### config.mk
export PLATFORM = sky130hd
export DESIGN_NAME = coherence_bus_sequencer
export DESIGN_NICKNAME = d
export VERILOG_FILES = /design/src/rtl/coherence_bus_sequencer.sv
export SDC_FILE = /design/constraint.sdc
export NUM_CORES = 1
export LEC_CHECK = 0
export CAP_MARGIN = 20
export CORE_MARGIN = 1
export CORE_UTILIZATION = 25
export CTS_CLUSTER_DIAMETER = 30
export DETAILED_ROUTE_END_ITERATION = 10
export DONT_BUFFER_PORTS = 1
export HOLD_SLACK_MARGIN = 0.06
export SYNTH_ARGS = -nofsm -noshare
export SYNTH_HDL_FRONTEND = slang
export SYNTH_SLANG_ARGS = --single-unit
### constraint.sdc
create_clock -name CLK -period 2.15 [get_ports CLK]
set_input_delay 0.5375 -clock CLK [delete_from_list [all_inputs] [get_ports CLK]]
set_output_delay 0.5375 -clock CLK [all_outputs]
set_load 0.02 [all_outputs]
### src/rtl/coherence_bus_sequencer.sv
// rtl/coherence_bus_sequencer.sv - round-robin MESI bus arbiter with snoop collection and L2 read/writeback sequencing
module coherence_bus_sequencer #(
  parameter int CPUS       = 2,
  parameter int ADDR_WIDTH = 32,
  parameter int DATA_WIDTH = 32
) (
  input  logic                       CLK,
  input  logic                       nRST,
  input  logic [CPUS-1:0]            req_valid,
  input  logic [CPUS-1:0]            req_write,
  input  logic [CPUS*ADDR_WIDTH-1:0] req_addr,
  output logic [CPUS-1:0]            req_ready,
  output logic [DATA_WIDTH-1:0]      req_rdata,
  output logic                       req_exclusive,
  output logic [CPUS-1:0]            grant,
  output logic                       busy,
  output logic                       snoop_valid,
  output logic [ADDR_WIDTH-1:0]      snoop_addr,
  output logic                       snoop_inv,
  output logic [CPUS-1:0]            snoop_mask,
  input  logic [CPUS-1:0]            snoop_done,
  input  logic [CPUS-1:0]            snoop_hit,
  input  logic [CPUS-1:0]            snoop_dirty,
  input  logic [CPUS*DATA_WIDTH-1:0] snoop_data,
  output logic                       l2_ren,
  output logic                       l2_wen,
  output logic [ADDR_WIDTH-1:0]      l2_addr,
  output logic [DATA_WIDTH-1:0]      l2_wdata,
  input  logic [DATA_WIDTH-1:0]      l2_rdata,
  input  logic                       l2_ready
);
  localparam int IW = (CPUS > 1) ? $clog2(CPUS) : 1;

  typedef enum logic [2:0] {IDLE, SNOOP, L2RD, WB, RESP} state_t;

  state_t                state;
  logic [IW-1:0]         last_grant;
  logic [IW-1:0]         win_idx;
  logic [IW-1:0]         sup_idx;
  logic                  win_found;
  logic [CPUS-1:0]       win_oh;
  logic [CPUS-1:0]       acc_done, acc_hit, acc_dirty;
  logic [CPUS-1:0]       new_done, done_n, hit_n, dirty_n;
  logic [DATA_WIDTH-1:0] acc_data [CPUS];
  logic [DATA_WIDTH-1:0] data_n   [CPUS];
  logic [DATA_WIDTH-1:0] sdata    [CPUS];
  logic [ADDR_WIDTH-1:0] addr_arr [CPUS];
  logic                  any_hit;
  logic                  snoop_complete;
  int                    j;

  // Only the first done seen from each snooper is captured; later toggles are ignored.
  assign new_done       = snoop_done & snoop_mask & ~acc_done;
  assign done_n         = acc_done | new_done;
  assign hit_n          = acc_hit | (snoop_hit & new_done);
  assign dirty_n        = acc_dirty | (snoop_dirty & new_done);
  assign snoop_complete = &(done_n | grant);

  always_comb begin
    for (int i = 0; i < CPUS; i++) begin
      addr_arr[i] = req_addr[i*ADDR_WIDTH +: ADDR_WIDTH];
      sdata[i]    = snoop_data[i*DATA_WIDTH +: DATA_WIDTH];
      data_n[i]   = new_done[i] ? sdata[i] : acc_data[i];
    end
  end

  // Round-robin scan starting just after the previous winner.
  always_comb begin
    win_found = 1'b0;
    win_idx   = '0;
    j         = 0;
    for (int k = 1; k <= CPUS; k++) begin
      j = int'(last_grant) + k;
      if (j >= CPUS) j = j - CPUS;
      if (!win_found && req_valid[IW'(j)]) begin
        win_found = 1'b1;
        win_idx   = IW'(j);
      end
    end
    win_oh          = '0;
    win_oh[win_idx] = 1'b1;
  end

  always_comb begin
    sup_idx = '0;
    for (int i = CPUS - 1; i >= 0; i--) begin
      if (dirty_n[i]) sup_idx = IW'(i);
    end
  end

  always_ff @(posedge CLK or negedge nRST) begin
    if (!nRST) begin
      state         <= IDLE;
      last_grant    <= IW'(CPUS - 1);
      grant         <= '0;
      busy          <= 1'b0;
      snoop_valid   <= 1'b0;
      snoop_addr    <= '0;
      snoop_inv     <= 1'b0;
      snoop_mask    <= '0;
      acc_done      <= '0;
      acc_hit       <= '0;
      acc_dirty     <= '0;
      any_hit       <= 1'b0;
      l2_ren        <= 1'b0;
      l2_wen        <= 1'b0;
      l2_addr       <= '0;
      l2_wdata      <= '0;
      req_ready     <= '0;
      req_rdata     <= '0;
      req_exclusive <= 1'b0;
      for (int i = 0; i < CPUS; i++) acc_data[i] <= '0;
    end else begin
      req_ready <= '0;
      case (state)
        IDLE: begin
          if (win_found) begin
            state       <= SNOOP;
            grant       <= win_oh;
            last_grant  <= win_idx;
            snoop_addr  <= addr_arr[win_idx];
            snoop_inv   <= req_write[win_idx];
            busy        <= 1'b1;
            snoop_valid <= 1'b1;
            snoop_mask  <= ~win_oh;
          end
        end
        SNOOP: begin
          acc_done  <= done_n;
          acc_hit   <= hit_n;
          acc_dirty <= dirty_n;
          for (int i = 0; i < CPUS; i++) acc_data[i] <= data_n[i];
          if (snoop_complete) begin
            snoop_valid <= 1'b0;
            snoop_mask  <= '0;
            acc_done    <= '0;
            acc_hit     <= '0;
            acc_dirty   <= '0;
            any_hit     <= |hit_n;
            l2_addr     <= snoop_addr;
            if (|dirty_n) begin
              state    <= WB;
              l2_wen   <= 1'b1;
              l2_wdata <= data_n[sup_idx];
            end else begin
              state  <= L2RD;
              l2_ren <= 1'b1;
            end
          end
        end
        L2RD: begin
          if (l2_ready) begin
            state         <= RESP;
            l2_ren        <= 1'b0;
            l2_addr       <= '0;
            req_ready     <= grant;
            req_rdata     <= l2_rdata;
            req_exclusive <= snoop_inv | ~any_hit;
          end
        end
        WB: begin
          if (l2_ready) begin
            state         <= RESP;
            l2_wen        <= 1'b0;
            l2_addr       <= '0;
            l2_wdata      <= '0;
            req_ready     <= grant;
            req_rdata     <= l2_wdata;
            req_exclusive <= snoop_inv | ~any_hit;
          end
        end
        RESP: begin
          state         <= IDLE;
          grant         <= '0;
          busy          <= 1'b0;
          snoop_addr    <= '0;
          snoop_inv     <= 1'b0;
          any_hit       <= 1'b0;
          req_rdata     <= '0;
          req_exclusive <= 1'b0;
        end
        default: state <= IDLE;
      endcase
    end
  end
endmodule

# --- Word level (Yosys, flattened, before mapping) ---
# Cells that the tools add are included.
word_totals:
  inputBits: 173
  output_inout_bits: 140
  ff_bits: 215
  elab_cells: 151
classes:
  n_bitwise: 14
  order_cmp: 8
  eq_ne: 11
  n_reduce_logical: 26
  mux: 67
  n_addsub: 4
ops:
  columns: ["cell", "n"]
  rows:
  - ["two-way mux 32 bit", 15]
  - ["one-hot mux 32 bit (2 select lines)", 3]
  - ["one-hot mux 32 bit (3 select lines)", 1]
  - ["two-way mux 1 bit", 26]
  - ["two-way mux 2 bit", 8]
  - ["one-hot mux 1 bit (2 select lines)", 7]
  - ["nonzero test 2 bit", 7]
  - ["!= test 2 bit, second input constant", 6]
  - ["AND reduction 3 bit", 4]
  - ["AND reduction 2 bit", 5]
  - ["two-way mux 3 bit", 3]
  - ["one-hot mux 3 bit (3 select lines)", 1]
  - ["bitwise AND 2 bit", 4]
  - ["bitwise OR 2 bit", 4]
  - ["one-hot mux 2 bit (2 select lines)", 2]
  - ["AND reduction 4 bit", 2]
  - ["== test 3 x 2 -> 1 bit, second input constant", 2]
  - [">= comparator 2 bit, second input constant", 3]
  - ["less-than comparator 1 x 3 -> 1 bit, second input constant", 2]
  - ["OR reduction 2 bit", 3]
  - ["NOT 1 -> 2 bit", 2]
  - ["NOT 2 bit", 2]
  - ["adder 1 x 2 -> 3 bit, second input constant", 1]
  - ["== test 3 x 1 -> 1 bit, second input constant", 1]
  - ["other kinds (14)", 16]

# --- Depth between registers and ports, before layout ---
# Gate-level depths: netlist (run 1).
depth:
  depth_word: 17
  depth_mapped: 7
  ltp_nobuf: 4

# --- Worst setup path after synthesis (run 1) ---
# No wires, ideal clock.
synth_path:
  path_kind: "input to register"
  startpoint: "in snoop_done[0]"
  endpoint: "reg l2_wdata[0]"
  t_required_ns: 2.029
  setup_time_ns: 0.121
  path_slack_ns: 0.182
  arrival_time_ns: 1.847
  stages: 6
  path_buffers: 2
  path_cell_list: "a211oi_1 o21bai_1 and3_1 buf_6 buf_6 a22o_1"
synth_between:
  elab_chain_len: 12
  elab_cells_between_ends: 20
  classes_between: "eq/ne: 2; mux: 8; bitwise: 7; reduce/logical: 3"
synth_lines:
  columns: ["element", "line_no", "rtl"]
  rows:
  - ["start, declared", "21", "input logic [CPUS-1:0] snoop_done,"]
  - ["bitwise AND 2 bit (*) (2 in series)", "53", "assign new_done = snoop_done & snoop_mask & ~acc_done;"]
  - ["bitwise AND 2 bit", "56", "assign dirty_n = acc_dirty | (snoop_dirty & new_done);"]
  - ["bitwise OR 2 bit", "56", null]
  - ["two-way mux 1 bit", "87", "if (dirty_n[i]) sup_idx = IW'(i);"]
  - ["NOT 1 -> 2 bit (implied by the code)", "144", "l2_wdata <= data_n[sup_idx];"]
  - ["two-way mux 32 bit (implied by the code) (3 in series)", "144", null]
  - ["two-way mux 32 bit", "141", "if (|dirty_n) begin"]
  - ["two-way mux 32 bit", "133", "if (snoop_complete) begin"]
  - ["one-hot mux 32 bit (2 select lines)", "115", "case (state)"]
  - ["end signal, assigned", "144", null]
  - ["end, declared", "28", "output logic [DATA_WIDTH-1:0] l2_wdata,"]
# Mark *: on every way between the ends. The rest lies on a longest branch, timed or not. The select of a mux whose other input is x is not followed.
# A chain may end at the register's enable or synchronous reset.

# --- Final worst setup path (run 1) ---
layout_path:
  startpoint: "reg acc_done[0]"
  endpoint: "reg state[0]"
layout_between:
  elab_chain_len: 8
  elab_cells_between_ends: 13
  classes_between: "eq/ne: 1; mux: 3; bitwise: 6; reduce/logical: 3"
layout_lines:
  columns: ["element", "line_no", "rtl"]
  rows:
  - ["start, declared", "42", "logic [CPUS-1:0] acc_done, acc_hit, acc_dirty;"]
  - ["start signal, assigned", "129", "acc_done <= done_n;"]
  - ["NOT 2 bit", "53", null]
  - ["bitwise AND 2 bit", "53", null]
  - ["bitwise AND 2 bit", "56", null]
  - ["bitwise OR 2 bit", "56", null]
  - ["OR reduction 2 bit", "141", null]
  - ["two-way mux 1 bit", "141", null]
  - ["two-way mux 3 bit", "133", null]
  - ["one-hot mux 3 bit (3 select lines)", "115", null]
  - ["end signal, assigned", "118", "state <= SNOOP;"]
  - ["end signal, assigned", "142", "state <= WB;"]
  - ["end signal, assigned", "146", "state <= L2RD;"]
  - ["end, declared", "36", "state_t state;"]
# Several ways; a longest one is shown, not always the timed one. The select of a mux whose other input is x is not followed.

==> impl_metrics.csv, run 1 <==
group,metric,value,unit
floorplan,core-area,38600,um^2
flow_run,maxCapViolations,0,
power,p_total,0.0239,W
floorplan,start_util,25.3,%
drt,detail_route.wl_per_cell,20.5,um
drt,wirelength,29700,um
grt,grt_first_pass_wirelength,43700,um
sta,hold_ws,-0.322,ns
yosys,seq_area_frac_synth,54.9,%
grt,first_global_vias,7249,
yosys,synth_compound_area_share,16.5,%
clocking,cts_hold_buffers,1,
sta,fin_crit_sh,91.0,%
floorplan,design.die.area,40000,um^2
drt,num_vias,6991,
power,peakVddDrop,0.707,mV
yosys,synthTopCellsByArea,"dfrtp_1, mux2i_1, mux2_2",
sta,period_minus_slack,1.96,ns
yosys,syn_nets,1026,
cells_and_area,n_fill_cell,3812,
sta,tightest_slew,0.535,ns
place,gp_congestion,0.750,
floorplan,die-width,200,um
place,place_hpwl,19400,um
clocking,cts_max_path_buffers,3,
floorplan,die_y,200,um
cells_and_area,fin_area,12700,um^2
yosys,synth_seq_cells,215,
drt,drtAntennaViolNets,0,
grt,antenna_found_initial,0,
yosys,synthAdderAreaFrac,0,%
yosys,synth_top_cell_area_share,54.7,%
cells_and_area,nets,1055,
clocking,postCtsSetupRepairBufs,0,
sta,finalMaxSlewViolations,0,
sta,fin_skew,0.0134,ns
yosys,yosys_warnings,0,
critical_path,required,2.60,ns
drt,drcViolationCount,0,
yosys,yosysTopAreaCell,"dfrtp_1",
yosys,synth-edff-count,0,
min_path,hold_class,"in2async",
floorplan,io_pins,313,
yosys,synthFlopType,"dfrtp_1",
cells_and_area,num_antenna_cells,0,
yosys,ys_async_sr_fraction,100,%
sta,setup_violations,0,
clocking,cts.htree.levels,2,
clocking,numCtsBuffers,55,
sta,finalSetupTns,0,ns
clocking,cts_root_buffer,"clkbuf_16",
critical_path,crit_fanout,17,
yosys,synth_area_per_cell,11.5,um^2
critical_path,startpoint_type,"register",
yosys,yosysUniqueCellTypes,44,
place,place_area,10600,um^2
yosys,synth_simple_gate_area_share,6.78,%
clocking,cts_resized,0,
critical_path,crit_type,"reg2reg",
floorplan,row_count,72,
drt,dr.first_iter.drc_count,294,
critical_path,crit_arrival,2.41,ns
drt,dr.pass1.iters,4,
place,numPortBuffers,0,
yosys,syn_inst,853,
sta,fmax,0.511,GHz
clocking,clk_latency,0.58,ns
cells_and_area,synthToLayoutAreaGrowth,29.7,%
yosys,syn_area,9800,um^2
yosys,synth-xor-area-share,0.0894,%
outcome,status,"complete, but fails checks",
grt,grt_max_degree,216,
outcome,violations,"hold timing",
drt,via_per_inst,4.84,
grt,grt_overflow_total,0,
cells_and_area,drive_gt1_share,20.3,%
yosys,synth_top_family_by_area,"multiplexers",
sta,finalHoldViolations,215,
power,leakage,5.73,nW
sta,relSlewSlack,63.4,%
sta,grt_setup_unrepaired,"false",
clocking,cts_sinks,215,
clocking,cts_tree,"done",
grt,grt.total_usage,14.7,%
critical_path,endpoint_kind,"register",
clocking,clk_pin_slew,0.04,ns
power,power_density,1880,nW/um^2
yosys,synthMuxAreaShare,16.9,%
## where the power goes
| group | internal, W | switching (W) | leakage (nW) |
|---|---|---|---|
| Clock | 0.00647 | 0.00257 | 1.01 |
| Sequential | 0.00590 | 0.00296 | 2.67 |
| Combinational | 0.00274 | 0.00325 | 2.05 |
## worst max-delay path, stage by stage, from the launching register on
cell and delay (ns):
dfrtp_1 0.37, and3b_2 0.26, buf_12 0.17, a2111oi_0 0.55, buf_4 0.21, a311oi_1 0.08, o32a_1 0.19
## Yosys cell counts (2+ instances only)
library cell / n
and3b_1: 2
a31oi_1: 5
a211oi_1: 35
mux2_2: 32
nor2_1: 51
mux2i_1: 129
and2_1: 2
dfrtp_1: 214
a22oi_1: 32
nor2b_1: 4
nand2_1: 38
buf_6: 5
o2bb2ai_1: 34
a21oi_1: 5
a2111oi_0: 2
nand3_1: 34
clkbuf_1: 37
o21ai_1: 4
inv_1: 37
a22o_1: 34
a21o_1: 3
nand3b_1: 2
o21ai_0: 63
nand2b_1: 2
buf_2: 28
## stage by stage
step / cells / hold slack [ns] / setup WS [ns] / util [%]
floorplan: 853 / 0.242 / 0.182 / -
global placement: 1342 / 0.252 / 0.0817 / 27.5
detailed placement: 1342 / 0.252 / 0.0506 / 27.5
CTS: 1445 / -0.371 / 0.162 / 32.9
global route: 1445 / -0.369 / 0.0681 / 32.9
finish: 1445 / -0.322 / 0.193 / 32.9
## logic make-up (layout without fill, tap and decap cells)
logic type,Yosys count,after routing
AOI/OAI and AO/OA,224,224
xor gates and xnor gates,1,1
buffers and inverters,107,181
and+or+nand+nor,145,145
DFF,215,215
muxes,161,161
## registers in the layout (all words and copies together) (netlist names)
signal,cells
req_exclusive,1
snoop_inv,1
req_rdata,32
snoop_mask,2
l2_ren,1
l2_wen,1
grant,2
acc_data,64
l2_wdata,32
state,3
acc_dirty,2
busy,1
acc_done,2
req_ready,2
snoop_addr,32
snoop_valid,1
any_hit,1
last_grant,1
acc_hit,2
l2_addr,32
## per-layer routing
layer | share of wire (%) | GRT usage [%]
met1 | 40 | 17.1
met3 | 11 | 6.60
met4 | 2.6 | 5.74
met2 | 47 | 23.5
met5 | 0 | 0
## path summary, 6_finish.rpt
check	start	endpoint	slack [ns]	cells after the start
setup reg to reg	acc_done[0]	state[0]	0.19	6
hold reg to reg	acc_data[60]	acc_data[60]	0.47	2
max in group asynchronous	nRST	req_rdata[3]	2.04	0
min in group CLK	snoop_data[33]	acc_data[1]	0.10	1
hold / removal	nRST	l2_addr[8]	-0.32	0
setup / recovery	acc_done[0]	state[0]	0.19	6
## cells in the final DEF (no fill, tap or decap), types with 8 or more instances in the layout
| cell type | count |
|---|---|
| dfrtp_1 | 214 |
| inv_1 | 37 |
| buf_4 | 30 |
| clkbuf_16 | 56 |
| clkbuf_8 | 16 |
| bufinv_16 | 10 |
| a22o_1 | 34 |
| a211oi_1 | 35 |
| o2bb2ai_1 | 34 |
| nand3_1 | 33 |
| o21ai_0 | 63 |
| mux2_2 | 32 |
| buf_12 | 11 |
| a22oi_1 | 32 |
| clkinv_2 | 8 |
| nand2_1 | 38 |
| mux2i_1 | 129 |
| nor2_1 | 49 |
## cell type report
type / count / area, um^2 / share of cell area (%)
Sequential cell: 215 / 5380 / 42.4
Clock inverter: 27 / 445 / 3.51
Clock buffer: 75 / 1630 / 12.9
Timing Repair Buffer: 42 / 455 / 3.59
Multi-Input combinational cell: 531 / 4000 / 31.5
Tap cell: 518 / 648 / 5.10
Inverter: 37 / 139 / 1.09
No activity file was read; power rests on OpenSTA's default activity.
==> inputs of run 2 (changes only) <==
--- a/config.mk
+++ b/config.mk
@@ -7,6 +7,5 @@
 export LEC_CHECK = 0
 export CAP_MARGIN = 20
-export CORE_MARGIN = 1
-export CORE_UTILIZATION = 25
+export CORE_UTILIZATION = 37
 export CTS_CLUSTER_DIAMETER = 30
 export DETAILED_ROUTE_END_ITERATION = 10
==> constraint.sdc (replaced) <==
create_clock -name CLK -period 2.15 [get_ports CLK]
set_input_delay 0.3225 -clock CLK [delete_from_list [all_inputs] [get_ports CLK]]
set_output_delay 0.3225 -clock CLK [all_outputs]
set_load 0.02 [all_outputs]
==> run 2 against run 1 <==
Effect of this change: the flow still finishes with violations (hold timing); worst hold slack worse by 0.19 ns; setup slack lost 0.069 ns; register-to-register slack worse by 0.07 ns; clock skew is 0.012 ns higher; clock power is 2.8% lower; via count grew 8.6%; non-clock buffer count grew 141; highest routed layer is now met5.
==> impl_metrics.csv, run 2 (synthesis results as in run 1) <==
group,metric,value,unit
outcome,status,"complete, but fails checks",
outcome,violations,"hold timing",
grt,antenna_found_initial,1,
cells_and_area,fin_util,53.0,%
cells_and_area,n_fill_cell,2192,
cells_and_area,nets,1196,
critical_path,crit_type,"reg2reg",
grt,grt_overflow_total,0,
flow_run,maxCapViolations,0,
clocking,clk_pin_slew,0.04,ns
critical_path,crit_chain,"nor2b_4 > buf_12 > mux2i_1 > dlygate4sd3_1 > a211oi_1",
sta,setup_violations,0,
grt,first_global_vias,7880,
drt,num_vias,7590,
sta,worst_slack,0.124,ns
grt,grt_first_pass_wirelength,43500,um
critical_path,crit_arrival,2.42,ns
critical_path,reg2reg_to,"snoop_addr[25]",
floorplan,design.die.area,27100,um^2
sta,fmax,0.494,GHz
place,gp_congestion,0.762,
cells_and_area,regMostFlops,"acc_data",
floorplan,die-width,165,um
cells_and_area,final_cell_mix,"dfrtp_1, dlygate4sd3_1, mux2i_1",
grt,grt.total_usage,20.8,%
critical_path,r2r_cells,5,
floorplan,core-area,26000,um^2
drt,drtAntennaViolNets,0,
power,leakage,6.25,nW
drt,dr.first_iter.drc_count,507,
cells_and_area,drive_gt1_share,16.0,%
floorplan,io_pins,313,
sta,finalSetupTns,0,ns
drt,drcViolationCount,0,
clocking,cts_resized,0,
cells_and_area,ff_latch_area,5380,um^2
floorplan,die_y,165,um
critical_path,max_stage_delay,0.59,ns
critical_path,endpoint,"snoop_addr[25]",
sta,fin_crit_sh,94.2,%
min_path,hold_class,"in2async",
critical_path,startpoint_type,"register",
sta,grt_setup_unrepaired,"false",
critical_path,endpoint_kind,"register",
clocking,cts_tree,"done",
place,place_hpwl,17000,um
clocking,cts_max_path_buffers,3,
cells_and_area,synthToLayoutAreaGrowth,40.7,%
grt,grt_max_degree,216,
cells_and_area,fin_area,13800,um^2
clocking,cts_sinks,215,
clocking,cts_root_buffer,"clkbuf_16",
clocking,clk_latency,0.55,ns
critical_path,r2r_setup_slack,0.12,ns
power,peakVddDrop,0.990,mV
clocking,cts.htree.levels,2,
floorplan,start_util,37.7,%
power,power_density,1720,nW/um^2
sta,finalHoldViolations,215,
critical_path,required,2.55,ns
sta,relSlewSlack,39.4,%
critical_path,cp_slowest_cell,"dlygate4sd3_1",
drt,detail_route.wl_per_cell,20.8,um
place,dp_slack,0.229,ns
critical_path,path_buf_inv,2,
cells_and_area,final_common_cell,"dfrtp_1",
place,place_area,10300,um^2
drt,via_per_inst,5.42,
clocking,numCtsBuffers,55,
drt,dr.pass1.iters,5,
drt,wirelength,29100,um
critical_path,r2r_start,"last_grant",
critical_path,cp-startpoint,"last_grant",
sta,finalMaxSlewViolations,0,
sta,period_minus_slack,2.03,ns
sta,hold_ws,-0.514,ns
critical_path,crit_family,"buffers and inverters",
critical_path,crit_fanout,29,
floorplan,row_count,59,
cells_and_area,num_antenna_cells,0,
sta,fin_skew,0.0254,ns
critical_path,cp.depth,5,
cells_and_area,multi_input_area,3990,um^2
cells_and_area,largest_register_ffs,64,
place,numPortBuffers,0,
sta,tightest_slew,0.907,ns
## run 2: layer usage
layer	up-vias	GRT usage, %	wire length (um)
met2	267	33.3	13900
met4	2	8.51	762
li1	3483	-	-
met3	59	5.25	1960
met1	3779	26.9	12400
met5	-	0	10
## run 2: cell type report
cell class	instances	area share, %
sequential	215	39.1
multi-input combinational	531	29.0
timing repair buffer	183	13.4
clock buffer	68	10.8
clock inverter	32	3.70
tap	335	3.04
inverter	37	1.01
## run 2: how the worst min path moves through the flow
stage	start	to	cells after the start
final	nRST	snoop_addr[9]	0
after global routing	nRST	l2_addr[11]	0
after CTS	nRST	snoop_addr[14]	0
after detailed placement	nRST	l2_addr[9]	0
after global placement	nRST	l2_addr[9]	0
after floorplan	nRST	acc_data[0]	0
## run 2: metrics by stage
stage               total power, W  cells
floorplan                   0.0128    853
global placement            0.0145   1150
detailed placement          0.0147   1150
CTS                         0.0239   1396
global route                0.0251   1401
finish                      0.0238   1401
## run 2: repair_timing
item / CTS / global route
hold endpoints to repair: 342 / 218
hold buffers: 146 / 5
setup buffers: 0 / 0
## run 2: where the power goes
part	total (W)	internal, W	switching (W)
logic	0.00611	0.00291	0.00320
clock network	0.00879	0.00630	0.00249
registers	0.00887	0.00590	0.00297
==> inputs of run 3 (changes only) <==
Settings changed: SETUP_SLACK_MARGIN set to 0.3.
==> run 3 against run 2 <==
Effect of this change: via count up 2.1%; global-route usage shrank 0.23 points; the flow still finishes with violations (hold timing); worst hold slack got worse by 0.0073 ns.
==> impl_metrics.csv, run 3 (synthesis results as in run 1) <==
group,metric,value,unit
cells_and_area,ff_latch_area,5390,um^2
clocking,clk_latency,0.56,ns
cells_and_area,n_fill_cell,2183,
clocking,cts_tree,"done",
clocking,cts_root_buffer,"clkbuf_16",
sta,fin_skew,0.0248,ns
power,leakage,6.29,nW
critical_path,cp_slowest_cell,"or3b_4",
cells_and_area,drive_gt1_share,17.7,%
sta,setup_violations,0,
grt,antenna_found_initial,0,
sta,fin_crit_sh,84.1,%
critical_path,cp-startpoint,"state[1]",
floorplan,io_pins,313,
sta,period_minus_slack,1.81,ns
clocking,clk_pin_slew,0.05,ns
sta,tightest_slew,0.532,ns
critical_path,endpoint_kind,"register",
cells_and_area,largest_register_ffs,64,
critical_path,cpMostUsedCell,"buf_4",
clocking,cts_max_path_buffers,3,
grt,grt.total_usage,20.6,%
cells_and_area,final_cell_mix,"dfrtp_1, dlygate4sd3_1, mux2i_1",
floorplan,die_y,165,um
cells_and_area,nets,1216,
outcome,violations,"hold timing",
floorplan,design.die.area,27100,um^2
critical_path,crit_chain,"or3b_4 > buf_4 > nor3_1 > buf_4 > nor2_1 > a211oi_1",
power,power_density,1680,nW/um^2
min_path,hold_class,"in2async",
critical_path,startpoint_type,"register",
critical_path,required,2.61,ns
sta,finalSetupTns,0,ns
clocking,cts_sinks,215,
sta,fmax,0.553,GHz
drt,drcViolationCount,0,
sta,relSlewSlack,64.6,%
power,power.internal,0.0144,W
cells_and_area,multi_input_area,4010,um^2
power,p_sw_share,38.0,%
grt,grt_first_pass_wirelength,43100,um
place,place_hpwl,16700,um
critical_path,crit_fanout,6,
drt,dr.pass1.iters,5,
floorplan,row_count,59,
power,combPwrFrac,28.1,%
cells_and_area,regMostFlops,"acc_data",
place,dp_cells,1151,
cells_and_area,final_common_cell,"dfrtp_1",
place,dp_slack,0.0871,ns
sta,finalMaxSlewViolations,0,
clocking,numCtsBuffers,51,
power,power.net_switching,0.00886,W
sta,hold_ws,-0.521,ns
place,gp_congestion,0.770,
sta,finalHoldViolations,215,
cells_and_area,final_cell_count_no_fill,1419,
critical_path,r2r_cells,6,
drt,dr.first_iter.drc_count,416,
place,place_area,10300,um^2
sta,worst_slack,0.342,ns
floorplan,core-area,26000,um^2
critical_path,r2r_start,"state[1]",
power,peakVddDrop,0.777,mV
power,seqPwrFrac,38.1,%
drt,drtAntennaViolNets,0,
drt,num_vias,7751,
outcome,status,"complete, but fails checks",
cells_and_area,synthToLayoutAreaGrowth,41.5,%
grt,grt_max_degree,216,
floorplan,start_util,37.7,%
grt,first_global_vias,7843,
critical_path,endpoint,"any_hit",
critical_path,crit_type,"reg2reg",
critical_path,max_stage_delay,0.46,ns
drt,detail_route.wl_per_cell,21.1,um
cells_and_area,fin_area,13900,um^2
drt,via_per_inst,5.46,
critical_path,r2r_setup_slack,0.34,ns
place,numPortBuffers,0,
clocking,cts.htree.levels,2,
sta,grt_setup_unrepaired,"true",
critical_path,reg2reg_to,"any_hit",
power,power.share.clock,33.8,%
critical_path,crit_arrival,2.27,ns
drt,wirelength,29900,um
flow_run,maxCapViolations,0,
floorplan,die-width,165,um
grt,grt_overflow_total,0,
cells_and_area,num_antenna_cells,0,
==> run 3: metrics by stage <==
stage | util (%) | total power, W
after floorplan | - | 0.0128
after global placement | 39.6 | 0.0145
after detailed placement | 39.6 | 0.0146
after CTS | 52.5 | 0.0229
after global routing | 53.4 | 0.0245
final | 53.4 | 0.0233
==> run 3: final cells by class <==
class,instances,share of cell area [%]
clock inverter,33,3.19
sequential,215,38.8
clock buffer,61,9.76
inverter,37,1.00
timing repair buffer,207,15.3
tap,335,3.02
multi-input combinational,531,28.9
==> run 3: timing repair <==
item,CTS,global route
endpoints found under the hold margin,347,216
buffers inserted,2,14
setup endpoints to repair,116,130
gates cloned,0,4
gates resized for setup,5,8
pin swaps,0,3
hold buffers,153,1
==> run 3: how the worst min path moves through the flow <==
stage               start              to  slack (ns)  cells past startpoint
floorplan            nRST     acc_data[0]        0.03                      0
global placement     nRST     l2_addr[10]        0.04                      0
detailed placement   nRST  snoop_addr[10]        0.03                      0
CTS                  nRST    req_rdata[9]       -0.55                      0
global route         nRST    req_rdata[1]       -0.53                      0
finish               nRST    req_rdata[6]       -0.52                      0
==> run 3: worst max-delay path: cells and delay by family, from the launching register on <==
| family | cells | cell delay [ns] |
|---|---|---|
| simple gates | 3 | 0.74 |
| flops | 1 | 0.44 |
| buf+inv | 2 | 0.37 |
| compound gates | 1 | 0.19 |
==> run 3: power by group through the flow <==
stage,Clock [W],Sequential (W),Combinational (W)
2_1_floorplan,0,0.00837,0.00447
3_3_place_gp,0,0.00888,0.00558
3_5_place_dp,0,0.00892,0.00573
4_1_cts,0.00797,0.00887,0.00606
5_1_grt,0.00822,0.00909,0.00720
6_report,0.00787,0.00888,0.00655
==> run 3: routing by layer <==
layer,track usage [%],share of wire [%],up-vias
li1,-,-,3520
met1,26.7,43,3889
met2,33.5,48,283
met3,4.75,6.8,59
met4,7.67,2.3,0
met5,0,0,-
